===== src/rtl/pipelined_sub16.sv =====
// pipelined_sub16: two-stage 16-bit subtractor (low byte, then high byte) with
// a registered inter-byte borrow and valid/ready flow control on both sides.
module pipelined_sub16 (
    input  logic        clk,
    input  logic        reset,
    input  logic        in_valid,
    output logic        in_ready,
    input  logic [15:0] A,
    input  logic [15:0] B,
    input  logic        BIN,
    output logic        out_valid,
    input  logic        out_ready,
    output logic [15:0] D,
    output logic        BOUT,
    output logic        N,
    output logic        Z,
    output logic        V
);
    logic       r_s1_valid, r_b1;
    logic [7:0] r_d_lo, r_a_hi, r_b_hi;
    logic [8:0] w_lo, w_hi;
    logic       w_s1_adv, w_s2_adv;
    assign w_s2_adv = !out_valid || out_ready;
    assign w_s1_adv = !r_s1_valid || w_s2_adv;
    assign in_ready = w_s1_adv;
    // bit 8 of each 9-bit difference is the borrow out of that byte
    assign w_lo = {1'b0, A[7:0]} - {1'b0, B[7:0]} - {8'b0, BIN};
    assign w_hi = {1'b0, r_a_hi} - {1'b0, r_b_hi} - {8'b0, r_b1};
    always_ff @(posedge clk) begin
        if (reset) begin
            r_s1_valid <= 1'b0;
            r_b1       <= 1'b0;
            r_d_lo     <= 8'h0;
            r_a_hi     <= 8'h0;
            r_b_hi     <= 8'h0;
            out_valid  <= 1'b0;
            D          <= 16'h0;
            BOUT       <= 1'b0;
            N          <= 1'b0;
            Z          <= 1'b0;
            V          <= 1'b0;
        end else begin
            if (w_s1_adv) begin
                r_s1_valid <= in_valid;
                if (in_valid) begin
                    r_d_lo <= w_lo[7:0];
                    r_b1   <= w_lo[8];
                    r_a_hi <= A[15:8];
                    r_b_hi <= B[15:8];
                end
            end
            if (w_s2_adv) begin
                out_valid <= r_s1_valid;
                if (r_s1_valid) begin
                    D    <= {w_hi[7:0], r_d_lo};
                    BOUT <= w_hi[8];
                    N    <= w_hi[7];
                    Z    <= ({w_hi[7:0], r_d_lo} == 16'h0);
                    V    <= (r_a_hi[7] != r_b_hi[7]) && (w_hi[7] != r_a_hi[7]);
                end
            end
        end
    end
endmodule

===== config.mk =====
export PLATFORM = sky130hd
export DESIGN_NAME = pipelined_sub16
export DESIGN_NICKNAME = d
export VERILOG_FILES = /design/src/rtl/pipelined_sub16.sv
export SDC_FILE = /design/constraint.sdc
export NUM_CORES = 1
export LEC_CHECK = 0
export CORE_ASPECT_RATIO = 0.8
export CORE_MARGIN = 2
export CORE_UTILIZATION = 54
export DETAILED_ROUTE_END_ITERATION = 8
export PLACE_DENSITY_LB_ADDON = 0.3
export SYNTH_ARGS = -nofsm -noshare
export SYNTH_HDL_FRONTEND = slang
export SYNTH_SLANG_ARGS = --single-unit

===== constraint.sdc =====
create_clock -name clk -period 3.9 [get_ports clk]
set_input_delay 0.39 -clock clk [delete_from_list [all_inputs] [get_ports clk]]
set_output_delay 0.39 -clock clk [all_outputs]
set_load 0.005 [all_outputs]

Word level (Yosys, flattened, before mapping)
Index checks and enable logic that the tools add are counted.
{"block": "word_totals", "ff_bits": 47, "input_bits": 37, "out_inout_bits": 22, "elab_cells": 25}
{"block": "classes", "n_addsub": 4, "n_eq_ne": 2, "reduce_logical": 8}
{"operator": "subtractor 8 x 8 -> 9 bit", "n": 2}
{"operator": "subtractor 9 x 1 -> 9 bit", "n": 2}
{"operator": "logical NOT 16 bit", "n": 1}
{"operator": "AND reduction 2 bit", "n": 2}
{"operator": "logical NOT 1 bit", "n": 2}
{"operator": "logical OR 1 bit", "n": 2}
{"operator": "!= test 1 bit", "n": 2}
{"operator": "logical AND 1 bit", "n": 1}

Logic depth before layout (Yosys ltp)
{"block": "depth", "ltp_word": 4, "depth_mapped": 10, "ltp_nobuf": 10}

Worst setup path before layout
OpenSTA, ideal clock, no wires.
{"block": "synth_timing", "kind": "input -> register", "from": "input port B[0]", "to": "register r_b1", "setup_ns": 0.079, "t_arrival_ns": 2.277, "required_time_ns": 3.821, "path_slack_ns": 1.544, "stages": 9, "path_buffers": 0, "cell_sequence": "inv_1 fa_1 fa_1 nand2b_1 a21o_1 a21o_1 a221oi_2 xnor2_1 a211oi_2"}
{"block": "synth_between", "elab_chain_cells": 2}
{"element": "from (decl)", "line": "9", "source": "input logic [15:0] B,"}
{"element": "subtractor 8 x 8 -> 9 bit", "line": "27", "source": "assign w_lo = {1'b0, A[7:0]} - {1'b0, B[7:0]} - {8'b0, BIN};"}
{"element": "subtractor 9 x 1 -> 9 bit", "line": "27"}
{"element": "to (signal assigned)", "line": "47", "source": "r_b1 <= w_lo[8];"}
{"element": "to (decl)", "line": "19", "source": "logic r_s1_valid, r_b1;"}
No other way between the ends.
A chain may end at the register's enable or synchronous reset.

Worst setup path after layout
Same ends and word-level chain as after synthesis.

==> metrics.txt <==
DIE AREA 5370 µm²; DR vias/cell 5.10; Multi-input gate area 1420 µm²; Port Buf Inserts 58; Cell Rows 22; Cell Area, Synth 2590 µm²; post-DP HPWL 4030 µm; Area growth syn-to-layout 25.8%; syn_nets 393; CTS Buffer Depth 2; Layout Skew 0.00538 ns; worst slew pin tran 0.941 ns; global-route wire length before repair 9270 µm; count leader, synth nand2_1; Min Clock Period, post-route 2.73 ns; placed cell area 3180 µm²; Initial Util 0.564; Mapped Avg Cell Area 7.95 µm²; Synth Area in Adders 0.156; Distinct cells, synth 43; kind of critical path in -> reg; simple-gate area share of the yosys netlist 0.206; vias in the first global route 2100; Post-CTS Resized 0; setup tns final 0 ns; diodes inserted 0; Post-Synth XOR/XNOR Area 0.0338; drt pass-1 iters 4; Crit path arrival time 2.86 ns; I/O Pins 59; register area 921 µm²; synthesized flop and latch total 46; Placer Congestion 0.803; Reg2Reg Depth 9; Die Wd 81.5 µm; period utilization 0.700; worst hold path depth 2; top cells by count, synth nand2_1, inv_1, dfxtp_1; RSZ-0062 raised after global routing false; static leakage 0.00140 µW; core area 4600 µm²; Power Density 350 nW/µm²; CTS Hold Bufs 0; EDFF count, synth 0; clk slew on worst S/H paths 0.07 ns; TritonCTS buffer count 5; Hold Vio Cnt, Final 0; clk sinks 46; CP max FO 2; Slew HR 0.372; Max IR drop VDD 0.193 mV; total wire length 5180 µm; prevailing post-synth register cell dfxtp_1; H-tree level count 2; max-cap violations 0; WL/cell 11.9 µm; Via Count 2220; top-area cell type share of the netlist area 0.355; DRC violations left 0; Clk Tree Root Cell clkbuf_8; Seq/Total Area, Yosys 0.355; CP endpoint kind flop; FFs w/ async S/R, synth 0; mux share of post-synthesis cell area 0; status finished clean; largest net degree at the start of global routing 57; final net count 443; post-CTS setup buffer count 0; Peak Freq 366 MHz; CTS tree yes; initial antenna violation count 0; GR Util All Layers 0.221; Filler Cells Inserted 382; Syn Inst Count 326; Worst EP required 4.03 ns; DIE HEIGHT 66.0 µm; Power, Total 1140 µW; clk_lat worst skew 0.29 ns; Routed Antenna Nets 0; area leader, netlist dfxtp_1; post-synthesis compound-gate area fraction 0.153; Startpoint Class primary input; Hold WS 0.458 ns; top cells by area, synth dfxtp_1, ha_1, nand2_1; DR iter-0 viols 74; share of cells above drive strength 1 0.0347; largest family of logic cells by synthesized area simple AND/OR/NAND/NOR gates; Min-Delay Path Class reg -> reg; setup violators final 0; Yosys Warn Count 0; fin area 3260 µm²; total gr overflow 0; Slew Limit Fails 0
-- through the flow --
step / setup slack [ns] / util / cells
floorplan: 1.54 / - / 326
global placement: 0.968 / 0.691 / 429
detailed placement: 0.900 / 0.691 / 429
CTS: 1.19 / 0.709 / 435
global route: 1.00 / 0.709 / 435
finish: 1.17 / 0.709 / 435
-- worst max-delay path, cell delays in order --
cell and delay (ns):
clkdlybuf4s50_1 0.45, inv_1 0.05, fa_1 0.45, fa_1 0.39, nand2b_1 0.17, a21o_1 0.21
a21o_1 0.22, a221oi_2 0.27, xnor2_1 0.17, a211oi_2 0.09
-- sequential cells by signal, indices dropped and copies added (netlist names) --
register / flops
D: 16
V: 1
BOUT: 1
out_valid: 1
r_s1_valid: 1
r_d_lo: 8
r_b_hi: 8
Z: 1
r_a_hi: 8
r_b1: 1
-- layout make-up --
| type | count | share of cell area |
|---|---|---|
| Timing Repair Buffer | 59 | 0.179 |
| Tap cell | 60 | 0.0230 |
| Clock buffer | 6 | 0.0253 |
| Inverter | 47 | 0.0541 |
| Multi-Input combinational cell | 217 | 0.436 |
| Sequential cell | 46 | 0.282 |
-- report_power, final --
group	switching [µW]	leakage (µW)	internal, µW
Sequential	23.0	0.000378	504
Clock	143	0.0000431	137
Combinational	167	0.000981	167
Total	333	0.00140	807
-- cells by family (layout without fill, tap and decap cells) --
kind of cell    Yosys count  count (layout)
xor+xnor                 10              10
buf+inv                  63             112
compound gates           64              64
fa+ha+maj                30              30
simple gates            113             113
flops                    46              46
-- path summary, 6_finish.rpt --
check	from	end	slack (ns)
worst max-delay path	B[0]	r_b1	1.17
worst min-delay path	D[5]	D[5]	0.46
worst max register to register	r_b1	Z	1.69
worst min register to register	D[5]	D[5]	0.46
-- cell usage in the layout (no fill, tap or decap), drive strengths merged, types with 2 or more instances in the layout --
cell type / netlist / final
a211o: 2 / 2
a211oi: 5 / 5
a21o: 4 / 4
a21oi: 37 / 37
a31oi: 2 / 2
buf: 8 / 2
clkbuf: 8 / 6
clkdlybuf4s50: 0 / 57
dfxtp: 46 / 46
fa: 4 / 4
ha: 26 / 26
inv: 47 / 47
nand2: 67 / 67
nand2b: 5 / 5
nand3: 3 / 3
nand3b: 3 / 3
nand4: 2 / 2
nor2: 11 / 11
nor2b: 2 / 2
nor3: 4 / 4
nor3b: 4 / 4
nor4: 2 / 2
nor4b: 3 / 3
o21ai: 6 / 6
or3: 2 / 2
xnor2: 7 / 7
xor2: 3 / 3
-- layer usage --
| metal | GRT usage | share of wire | vias to the layer above |
|---|---|---|---|
| li1 | - | - | 1163 |
| met1 | 0.317 | 0.50 | 979 |
| met2 | 0.337 | 0.43 | 72 |
| met3 | 0.0423 | 0.063 | 6 |
| met4 | 0.0614 | 0.011 | 0 |
| met5 | 0 | 0 | - |
(Power assumes the default switching activity.)
